File: config.mk
export PLATFORM = sky130hd
export DESIGN_NAME = sd_regbank_bus_flat
export DESIGN_NICKNAME = d
export VERILOG_FILES = /design/src/rtl/sd_regbank_bus_if.sv /design/src/rtl/sd_regbank_bus.sv /design/src/flat_wrapper.sv
export SDC_FILE = /design/constraint.sdc
export NUM_CORES = 1
export LEC_CHECK = 0
export CAP_MARGIN = 20
export CORE_MARGIN = 2
export CORE_UTILIZATION = 41
export CTS_CLUSTER_DIAMETER = 80
export DETAILED_ROUTE_END_ITERATION = 10
export HOLD_SLACK_MARGIN = 0.03
export PLACE_DENSITY = 0.77
export SLEW_MARGIN = 20
export SYNTH_ARGS = -nofsm -noshare
export SYNTH_HDL_FRONTEND = slang
export SYNTH_SLANG_ARGS = --single-unit
File: constraint.sdc
create_clock -name clk -period 2.2 [get_ports clk]
set_clock_uncertainty 0.05 [all_clocks]
set_input_delay 0.44 -clock clk [delete_from_list [all_inputs] [get_ports clk]]
set_output_delay 0.44 -clock clk [all_outputs]
set_load 0.005 [all_outputs]
File: src/rtl/sd_regbank_bus_if.sv
// Host-side register bus for the SD controller register bank:
// a req/ack handshake with byte enables and registered read data.
interface sd_regbank_bus_if #(
  parameter int DATA_W = 8,
  parameter int ADDR_W = 7
) ();
  logic                  req;
  logic                  we;
  logic [ADDR_W-1:0]     addr;
  logic [DATA_W/8-1:0]   be;
  logic [DATA_W-1:0]     wdata;
  logic [DATA_W-1:0]     rdata;
  logic                  ack;

  modport master (output req, we, addr, be, wdata, input rdata, ack);
  modport slave  (input req, we, addr, be, wdata, output rdata, ack);
endinterface

File: src/rtl/sd_regbank_bus.sv
// SD controller register bank: byte-lane bus access, sticky W1C interrupt
// status, command-start / interrupt-clear pulses and a registered irq.
module sd_regbank_bus #(
  parameter int          DATA_W        = 8,
  parameter int          ADDR_W        = 7,
  parameter logic [11:0] BLKSIZE_RESET = 12'd511,
  parameter logic [31:0] VOLTAGE       = 32'd3300,
  parameter logic [15:0] CAPA          = 16'h0000
) (
  input  logic        clk,
  input  logic        rst,
  sd_regbank_bus_if.slave bus,
  input  logic [31:0] resp0,
  input  logic [31:0] resp1,
  input  logic [31:0] resp2,
  input  logic [31:0] resp3,
  input  logic [4:0]  cmd_int_set,
  input  logic [2:0]  data_int_set,
  output logic [31:0] argument,
  output logic [31:0] dma_addr,
  output logic [13:0] command,
  output logic [23:0] cmd_timeout,
  output logic [23:0] data_timeout,
  output logic [11:0] blksize,
  output logic [15:0] blkcnt,
  output logic [7:0]  clock_divider,
  output logic        controller,
  output logic        software_reset,
  output logic [4:0]  cmd_int_en,
  output logic [2:0]  data_int_en,
  output logic [4:0]  cmd_int_status,
  output logic [2:0]  data_int_status,
  output logic        cmd_start,
  output logic        cmd_int_rst,
  output logic        data_int_rst,
  output logic        irq
);
  localparam int LANES = DATA_W / 8;
  // Clears the address bits that select a lane inside one bus beat.
  localparam logic [1:0] BASE_MASK = 2'(~(LANES - 1));

  localparam int W_ARG = 0,  W_CMD = 1,  W_R0 = 2,  W_R1 = 3,  W_R2 = 4,  W_R3 = 5;
  localparam int W_CTRL = 6, W_BLKS = 7, W_VOLT = 8, W_SRST = 9, W_CTO = 10;
  localparam int W_DTO = 11, W_CISR = 12, W_CISER = 13, W_CLKD = 14, W_CAPA = 15;
  localparam int W_DISR = 16, W_BCNT = 17, W_DISER = 18, W_DMA = 19;

  typedef enum logic [1:0] {S_IDLE, S_ACK, S_WAIT} state_t;
  state_t state_q, state_d;

  logic        accept, wr;
  int          widx;
  logic [1:0]  base;
  logic [3:0]  wmask;
  logic [31:0] wword, bm, rword;

  logic [31:0] argument_q, argument_d, dma_addr_q, dma_addr_d;
  logic [13:0] command_q, command_d;
  logic [23:0] cmd_timeout_q, cmd_timeout_d, data_timeout_q, data_timeout_d;
  logic [11:0] blksize_q, blksize_d;
  logic [15:0] blkcnt_q, blkcnt_d;
  logic [7:0]  clock_divider_q, clock_divider_d;
  logic        controller_q, controller_d, software_reset_q, software_reset_d;
  logic [4:0]  cmd_int_en_q, cmd_int_en_d, cmd_int_status_q, cmd_int_status_d;
  logic [2:0]  data_int_en_q, data_int_en_d, data_int_status_q, data_int_status_d;
  logic        cmd_start_q, cmd_start_d, cmd_int_rst_q, cmd_int_rst_d;
  logic        data_int_rst_q, data_int_rst_d, irq_q, irq_d;
  logic [DATA_W-1:0] rdata_q, rdata_d;

  function automatic logic [31:0] merge(input logic [31:0] old, input logic [31:0] wd,
                                        input logic [31:0] m);
    return (old & ~m) | (wd & m);
  endfunction

  // Holding req through ack parks in S_WAIT so one request is one access.
  always_comb begin
    state_d = state_q;
    accept  = 1'b0;
    case (state_q)
      S_IDLE: if (bus.req) begin
        accept  = 1'b1;
        state_d = S_ACK;
      end
      S_ACK:  state_d = bus.req ? S_WAIT : S_IDLE;
      S_WAIT: if (!bus.req) state_d = S_IDLE;
      default: state_d = S_IDLE;
    endcase
  end

  always_comb begin
    widx  = int'(bus.addr[ADDR_W-1:2]);
    base  = bus.addr[1:0] & BASE_MASK;
    wword = 32'(bus.wdata) << {base, 3'b000};
    wmask = 4'(bus.be) << base;
    bm    = {{8{wmask[3]}}, {8{wmask[2]}}, {8{wmask[1]}}, {8{wmask[0]}}};
    wr    = accept & bus.we;

    case (widx)
      W_ARG:   rword = argument_q;
      W_CMD:   rword = {18'b0, command_q};
      W_R0:    rword = resp0;
      W_R1:    rword = resp1;
      W_R2:    rword = resp2;
      W_R3:    rword = resp3;
      W_CTRL:  rword = {31'b0, controller_q};
      W_BLKS:  rword = {20'b0, blksize_q};
      W_VOLT:  rword = VOLTAGE;
      W_SRST:  rword = {31'b0, software_reset_q};
      W_CTO:   rword = {8'b0, cmd_timeout_q};
      W_DTO:   rword = {8'b0, data_timeout_q};
      W_CISR:  rword = {27'b0, cmd_int_status_q};
      W_CISER: rword = {27'b0, cmd_int_en_q};
      W_CLKD:  rword = {24'b0, clock_divider_q};
      W_CAPA:  rword = {16'b0, CAPA};
      W_DISR:  rword = {29'b0, data_int_status_q};
      W_BCNT:  rword = {16'b0, blkcnt_q};
      W_DISER: rword = {29'b0, data_int_en_q};
      W_DMA:   rword = dma_addr_q;
      default: rword = 32'b0;
    endcase
    rdata_d = (accept && !bus.we) ? DATA_W'(rword >> {base, 3'b000}) : '0;

    argument_d       = (wr && widx == W_ARG)   ? merge(argument_q, wword, bm) : argument_q;
    command_d        = (wr && widx == W_CMD)   ? 14'(merge({18'b0, command_q}, wword, bm)) : command_q;
    controller_d     = (wr && widx == W_CTRL)  ? 1'(merge({31'b0, controller_q}, wword, bm)) : controller_q;
    blksize_d        = (wr && widx == W_BLKS)  ? 12'(merge({20'b0, blksize_q}, wword, bm)) : blksize_q;
    software_reset_d = (wr && widx == W_SRST)  ? 1'(merge({31'b0, software_reset_q}, wword, bm)) : software_reset_q;
    cmd_timeout_d    = (wr && widx == W_CTO)   ? 24'(merge({8'b0, cmd_timeout_q}, wword, bm)) : cmd_timeout_q;
    data_timeout_d   = (wr && widx == W_DTO)   ? 24'(merge({8'b0, data_timeout_q}, wword, bm)) : data_timeout_q;
    cmd_int_en_d     = (wr && widx == W_CISER) ? 5'(merge({27'b0, cmd_int_en_q}, wword, bm)) : cmd_int_en_q;
    clock_divider_d  = (wr && widx == W_CLKD)  ? 8'(merge({24'b0, clock_divider_q}, wword, bm)) : clock_divider_q;
    blkcnt_d         = (wr && widx == W_BCNT)  ? 16'(merge({16'b0, blkcnt_q}, wword, bm)) : blkcnt_q;
    data_int_en_d    = (wr && widx == W_DISER) ? 3'(merge({29'b0, data_int_en_q}, wword, bm)) : data_int_en_q;
    dma_addr_d       = (wr && widx == W_DMA)   ? merge(dma_addr_q, wword, bm) : dma_addr_q;

    // Set is OR-ed in after the clear so a same-cycle event is never lost.
    cmd_int_status_d  = cmd_int_status_q;
    data_int_status_d = data_int_status_q;
    if (wr && widx == W_CISR) cmd_int_status_d  = cmd_int_status_q  & ~(wword[4:0] & bm[4:0]);
    if (wr && widx == W_DISR) data_int_status_d = data_int_status_q & ~(wword[2:0] & bm[2:0]);
    cmd_int_status_d  = cmd_int_status_d  | cmd_int_set;
    data_int_status_d = data_int_status_d | data_int_set;

    cmd_start_d    = wr && widx == W_ARG && wmask[3];
    cmd_int_rst_d  = wr && widx == W_CISR;
    data_int_rst_d = wr && widx == W_DISR;
    irq_d = (|(cmd_int_status_q & cmd_int_en_q)) | (|(data_int_status_q & data_int_en_q));
  end

  always_ff @(posedge clk) begin
    if (rst) begin
      state_q           <= S_IDLE;
      rdata_q           <= '0;
      argument_q        <= '0;
      command_q         <= '0;
      controller_q      <= 1'b0;
      blksize_q         <= BLKSIZE_RESET;
      software_reset_q  <= 1'b0;
      cmd_timeout_q     <= '0;
      data_timeout_q    <= '0;
      cmd_int_en_q      <= '0;
      clock_divider_q   <= '0;
      blkcnt_q          <= '0;
      data_int_en_q     <= '0;
      dma_addr_q        <= '0;
      cmd_int_status_q  <= '0;
      data_int_status_q <= '0;
      cmd_start_q       <= 1'b0;
      cmd_int_rst_q     <= 1'b0;
      data_int_rst_q    <= 1'b0;
      irq_q             <= 1'b0;
    end else begin
      state_q           <= state_d;
      rdata_q           <= rdata_d;
      argument_q        <= argument_d;
      command_q         <= command_d;
      controller_q      <= controller_d;
      blksize_q         <= blksize_d;
      software_reset_q  <= software_reset_d;
      cmd_timeout_q     <= cmd_timeout_d;
      data_timeout_q    <= data_timeout_d;
      cmd_int_en_q      <= cmd_int_en_d;
      clock_divider_q   <= clock_divider_d;
      blkcnt_q          <= blkcnt_d;
      data_int_en_q     <= data_int_en_d;
      dma_addr_q        <= dma_addr_d;
      cmd_int_status_q  <= cmd_int_status_d;
      data_int_status_q <= data_int_status_d;
      cmd_start_q       <= cmd_start_d;
      cmd_int_rst_q     <= cmd_int_rst_d;
      data_int_rst_q    <= data_int_rst_d;
      irq_q             <= irq_d;
    end
  end

  assign bus.ack         = (state_q == S_ACK);
  assign bus.rdata       = rdata_q;
  assign argument        = argument_q;
  assign dma_addr        = dma_addr_q;
  assign command         = command_q;
  assign cmd_timeout     = cmd_timeout_q;
  assign data_timeout    = data_timeout_q;
  assign blksize         = blksize_q;
  assign blkcnt          = blkcnt_q;
  assign clock_divider   = clock_divider_q;
  assign controller      = controller_q;
  assign software_reset  = software_reset_q;
  assign cmd_int_en      = cmd_int_en_q;
  assign data_int_en     = data_int_en_q;
  assign cmd_int_status  = cmd_int_status_q;
  assign data_int_status = data_int_status_q;
  assign cmd_start       = cmd_start_q;
  assign cmd_int_rst     = cmd_int_rst_q;
  assign data_int_rst    = data_int_rst_q;
  assign irq             = irq_q;
endmodule

File: src/flat_wrapper.sv
// flat-port wrapper written by rule: the top's interface ports become plain ports
module sd_regbank_bus_flat 
#(
  parameter int          DATA_W        = 8,
  parameter int          ADDR_W        = 7,
  parameter logic [11:0] BLKSIZE_RESET = 12'd511,
  parameter logic [31:0] VOLTAGE       = 32'd3300,
  parameter logic [15:0] CAPA          = 16'h0000
)
  (clk, rst, resp0, resp1, resp2, resp3, cmd_int_set, data_int_set, argument, dma_addr, command, cmd_timeout, data_timeout, blksize, blkcnt, clock_divider, controller, software_reset, cmd_int_en, data_int_en, cmd_int_status, data_int_status, cmd_start, cmd_int_rst, data_int_rst, irq, bus_req, bus_we, bus_addr, bus_be, bus_wdata, bus_rdata, bus_ack);
  sd_regbank_bus_if #(.DATA_W(DATA_W), .ADDR_W(ADDR_W)) bus_i ();
  input  logic clk;
  input  logic rst;
  input  logic [31:0] resp0;
  input  logic [31:0] resp1;
  input  logic [31:0] resp2;
  input  logic [31:0] resp3;
  input  logic [4:0] cmd_int_set;
  input  logic [2:0] data_int_set;
  output logic [31:0] argument;
  output logic [31:0] dma_addr;
  output logic [13:0] command;
  output logic [23:0] cmd_timeout;
  output logic [23:0] data_timeout;
  output logic [11:0] blksize;
  output logic [15:0] blkcnt;
  output logic [7:0] clock_divider;
  output logic controller;
  output logic software_reset;
  output logic [4:0] cmd_int_en;
  output logic [2:0] data_int_en;
  output logic [4:0] cmd_int_status;
  output logic [2:0] data_int_status;
  output logic cmd_start;
  output logic cmd_int_rst;
  output logic data_int_rst;
  output logic irq;
  input wire logic [$bits(bus_i.req)-1:0] bus_req;
  input wire logic [$bits(bus_i.we)-1:0] bus_we;
  input wire logic [$bits(bus_i.addr)-1:0] bus_addr;
  input wire logic [$bits(bus_i.be)-1:0] bus_be;
  input wire logic [$bits(bus_i.wdata)-1:0] bus_wdata;
  output wire logic [$bits(bus_i.rdata)-1:0] bus_rdata;
  output wire logic [$bits(bus_i.ack)-1:0] bus_ack;
  assign bus_i.req = bus_req;
  assign bus_i.we = bus_we;
  assign bus_i.addr = bus_addr;
  assign bus_i.be = bus_be;
  assign bus_i.wdata = bus_wdata;
  assign bus_rdata = bus_i.rdata;
  assign bus_ack = bus_i.ack;
  sd_regbank_bus #(.DATA_W(DATA_W), .ADDR_W(ADDR_W), .BLKSIZE_RESET(BLKSIZE_RESET), .VOLTAGE(VOLTAGE), .CAPA(CAPA)) u_core (.clk(clk), .rst(rst), .bus(bus_i), .resp0(resp0), .resp1(resp1), .resp2(resp2), .resp3(resp3), .cmd_int_set(cmd_int_set), .data_int_set(data_int_set), .argument(argument), .dma_addr(dma_addr), .command(command), .cmd_timeout(cmd_timeout), .data_timeout(data_timeout), .blksize(blksize), .blkcnt(blkcnt), .clock_divider(clock_divider), .controller(controller), .software_reset(software_reset), .cmd_int_en(cmd_int_en), .data_int_en(data_int_en), .cmd_int_status(cmd_int_status), .data_int_status(data_int_status), .cmd_start(cmd_start), .cmd_int_rst(cmd_int_rst), .data_int_rst(data_int_rst), .irq(irq));
endmodule
After elaboration in Yosys (flattened, before gate mapping):

Cells that the tools add are included.

* register bits: 194
* bits in writable memories: 0
* word-level logic and storage cells: 130
* memory bits (read-only): 0
* output and inout bits: 193
* memories: 0
* input port bits: 156
* latch bits: 0

* $mul: 0
* eq/ne operators: 35
* magnitude comparators: 0
* div/mod/pow operators: 0
* reductions and logical operators: 24
* bitwise gates (word level): 39
* shift operators: 3
* $add $sub $neg: 0
* mux-type cells: 9

Operator list (count)
* one-hot mux 32 bit (19 select lines): 1
* AND 32 bit: 3
* equality test 5 bit (second input constant): 14
* OR 32 bit: 2
* AND 24 bit: 2
* OR 24 bit: 2
* equality test 5 x 4 -> 1 bit (second input constant): 9
* NOT 32 bit: 1
* << shifter 8 x 5 -> 32 bit: 1
* >> shifter 32 x 5 -> 8 bit: 1
* AND 5 bit: 4
* equality test 5 x 3 -> 1 bit (second input constant): 4
* AND 16 bit: 1
* logical AND 1 bit: 16
* OR 16 bit: 1
* equality test 5 x 2 -> 1 bit (second input constant): 3
* AND 14 bit: 1
* OR 14 bit: 1
* AND 12 bit: 1
* AND 3 bit: 4
* OR 12 bit: 1
* logical NOT 5 bit: 2
* OR 5 bit: 2
* AND 8 bit: 1
* other kinds (23): 32

Depth between registers and ports, before layout:

* depth in word-level cells: 6
* mapped depth: 10
* gate-level depth less buffers: 6

Worst setup path before layout:

OpenSTA, ideal clock, no wires.

* kind: input-to-reg
* start: input bus_addr[2]
* end: register u_core.rdata_q[1], in the netlist u_core.bus.rdata[1]
* stages: 9
* library setup time: 0.117 ns
* slack: 0.069 ns
* buffers on the path: 3
* data required time: 2.033 ns
* arrival: 1.964 ns
* cell sequence: buf_6 -> and2_1 -> buf_6 -> and2_4 -> buf_6 -> a22oi_1 -> nand4_1 -> or4_1 -> a32o_1

* word-level cells in the longest chain between the ends: 3
* elaborated cells on any way between the ends: 21
* those cells by class: 18 x eq/ne; 1 x shift; 1 x mux; 1 x reduce/logical

Ends and longest elaborated chain
* start: declaration: RTL line flat_wrapper.sv:40 `input wire logic [$bits(bus_i.addr)-1:0] bus_addr;`
* equality test 5 bit (tied with other cells): RTL line sd_regbank_bus.sv:97 `case (widx)`
* one-hot mux 32 bit (19 select lines) (*): RTL line sd_regbank_bus.sv:97
* >> shifter 32 x 5 -> 8 bit (*): RTL line sd_regbank_bus.sv:120 `rdata_d = (accept && !bus.we) ? DATA_W'(rword >> {base, 3'b000}) : '0;`
* end signal: assignment: RTL line sd_regbank_bus.sv:173 `rdata_q <= rdata_d;`
* end: declaration: RTL line sd_regbank_bus.sv:67 `logic [DATA_W-1:0] rdata_q, rdata_d;`

Mark *: on every way between the ends. The rest lies on a longest branch, timed or not.
A chain may end at the register's enable or synchronous reset.

Final worst setup path:

* start: input bus_addr[5]
* end: register u_core.rdata_q[3], in the netlist u_core.bus.rdata[3]

The elaborated chain is that of the path after synthesis.

==> run metrics <==
Slew @ Worst Pin=about 1.1 ns; Worst Path Required=around 2.5 ns; RSZ-0062 raised after global routing=false; Final period util=0.9617; Yosys warnings=0; Yosys top cell area share=0.4047; Layout area overhead=61.47%; crit path capture=u_core.bus.rdata[3]; fin crit period=between 2 and 2.5 ns; Nets=1,689; initial antenna violation count=2; Remaining DRCs=0; drt initial violations=1,391; clk sink count=about 190; Final ANT Viol Nets=0; Diodes inserted=0; CORE AREA=22,780 um2; number of synthesized register bits=194; Max Slew Vio Count=0; layout cell share with drive strength beyond 1=0.1882; vias=11,090; post-synthesis mux area share=0.1910; fin cells=about 1,900; Final Hold Viols=0; status=finished clean; critical path endpoint category=register; TritonCTS Buffers=17; GRT Util Overall=0.3666; Worst Setup Slack, final=approximately 0.084 ns; Setup violations, final=0; Initial Util=0.4213; Crit path depth=10; count leader, synth=dfxtp_1; top_reg_cell synth=dfxtp_1; cells after synthesis=1,062; placed cell count=~1,800; clk_lat worst skew=0.45 ns; post-DR wirelength/cell=between 20 and 25 um; worst-case vdd ir drop=462.0 uV; largest net degree at the start of global routing=approximately 190; Buf+Inv Stages, Crit Path=4; register area share after synthesis=0.4047; Compound-Gate Fraction of Synth Area=0.1522; die width=157.0 um; Max-Cap Viols=0; largest family of logic cells by synthesized area=simple AND/OR/NAND/NOR gates; Post-CTS Hold Buffers=0; Async SR Flop Fraction=0; Post-synth top cells=194 x dfxtp_1, 187 x nor2_1, 173 x mux2i_1; Yosys top cell by area=dfxtp_1; Post-Synth Adder-Cell Area=0; vias per std cell=5.964; Crit path max-delay family=compound AO/OA/AOI/OAI gates; Max Freq=472.7 MHz; Post-Route WL=46,170 um; Hold WC Path Type=input port to register; Static Leak=~5.6 nW; crit-path cells=dlygate4sd2_1, buf_4, buf_4, mux2i_1, nor4_1, a311oi_2, o2111ai_2, a211oi_2, buf_4, o32ai_1; clock tree from TritonCTS=yes; Chip Height=157.0 um; most frequent CP cell=buf_4; CTS max path bufs=2; CP arrival=2.39 ns; slowest cell delay on critical path=0.31 ns; clk root buf=clkbuf_16; worst reg2reg path startpoint=u_core.state_q[1]; synthesized area per cell=9.036 um2; Cell variety after synth=67; simple-gate share of the synthesized area=0.2047; grt ovf=0; CP Class=input port to register; Synth Cell Area=approximately 9600 um2; CP max FO=12; length of the first detailed-routing pass in iterations=5; clock transition at the registers of the reported paths=0.08 ns; launch point of the worst path=bus_addr[5]; xor/xnor cell area share of the yosys netlist=0.0009126; top cells by area, synth=dfxtp_1 40%, mux2i_1 18%, nor2_1 7.3%; reg2reg setup slack=approximately 0.15 ns; full die area=24,650 um2; vias in the first global route=10,490; pwr dens=approximately 500 nW/um2; Top Ports=349; GPL Wtd Cong=1.061; first-pass GRT wire length=67,030 um; syn_nets=between 1,000 and 1,500; worst reg2reg path depth=9; Critical Path Slowest Stage Cell=a311oi_2; PortBufs=348; Max H-tree Level=4; Post-synth EDFFs=0; Setup crit start kind=input port; Detailed Place HPWL=between 30,000 and 40,000 um; Site Rows=55; Rel. slew slack=0.2838; Post-Place Worst Slack=-0.8634 ns
metrics by stage:
step / hold WS (ns) / power [mW] / setup TNS [ns] / utilization / instance area (um2)
2_1_floorplan: 0.4149 / 3.969 / 0 / - / 9597
3_3_place_gp: 0.4477 / 4.634 / -64.23 / 0.6476 / 14750
3_5_place_dp: 0.4480 / 4.631 / -65.92 / 0.6476 / 14750
4_1_cts: 0.2644 / 7.672 / 0 / 0.6797 / 15480
5_1_grt: 0.2703 / 7.907 / 0 / 0.6803 / 15500
6_report: 0.2771 / 7.692 / 0 / 0.6803 / 15500
placed cells by master (no fill, tap or decap), types with 16 or more instances in the layout:
cell type        instances
dfxtp_1                194
mux2i_1                173
buf_12                  25
buf_4                  166
nand2_1                 56
nor2b_1                 16
nor2_2                  16
nand3_1                 26
a21oi_1                 24
clkbuf_16               17
a22oi_1                 68
clkdlybuf4s50_1        341
nor2_1                 183
worst min-delay path: stages:
cell,delay [ns]
buf_4,0.10
nor4b_1,0.05
buf_4,0.14
power breakdown:
part,switching [mW],internal (mW),total (mW)
Combinational,0.533,0.534,1.07
Clock,1.57,1.51,3.08
Sequential,0.0196,3.52,3.54
Total,2.12,5.57,7.69
how the worst min path moves through the flow:
stage / startpoint / to / slack (ns) / depth (start not counted)
5_1_grt: rst / u_core.state_q[0] / 0.27 / 3
6_report: rst / u_core.state_q[0] / 0.28 / 3
3_5_place_dp: register / register / 0.45 / 2
3_3_place_gp: register / register / 0.45 / 2
4_1_cts: rst / u_core.state_q[0] / 0.26 / 3
2_1_floorplan: register / register / 0.41 / 2
routing by layer:
metal  up-vias  global-route usage  part of all wire  wire length, um
met2       846              0.5668              0.44            20500
met5         -                   0           0.00056               26
met4         4              0.1494             0.041             1873
li1       4829                   -                 -                -
met3       139             0.07682              0.11             5118
met1      5270              0.4983              0.40            18650
cell families (layout without fill, tap and decap cells):
logic type / count (synthesis) / in the layout
XOR/XNOR: 1 / 1
AO/OA/AOI/OAI: 194 / 194
buffers and inverters: 93 / 577
AND/OR/NAND/NOR: 399 / 399
multiplexers: 181 / 181
flip-flops: 194 / 194
repair_timing:
action | in CTS | in global routing
setup buffers | 5 | 1
endpoints found under the hold margin | 0 | 0
cloned | 0 | 0
pin swaps | 6 | 6
endpoints found under the setup margin | 22 | 38
resized for setup | 32 | 4
area by class of cell:
class                      instances  area [um2]
fill                            1852        7282
multi-input combinational        775        5391
timing repair buffer             541        5239
sequential                       194        3884
clock buffer                      18       429.2
tap                              313       391.6
clock inverter                    14       146.4
inverter                           4       15.01
(Power assumes the default switching activity.)
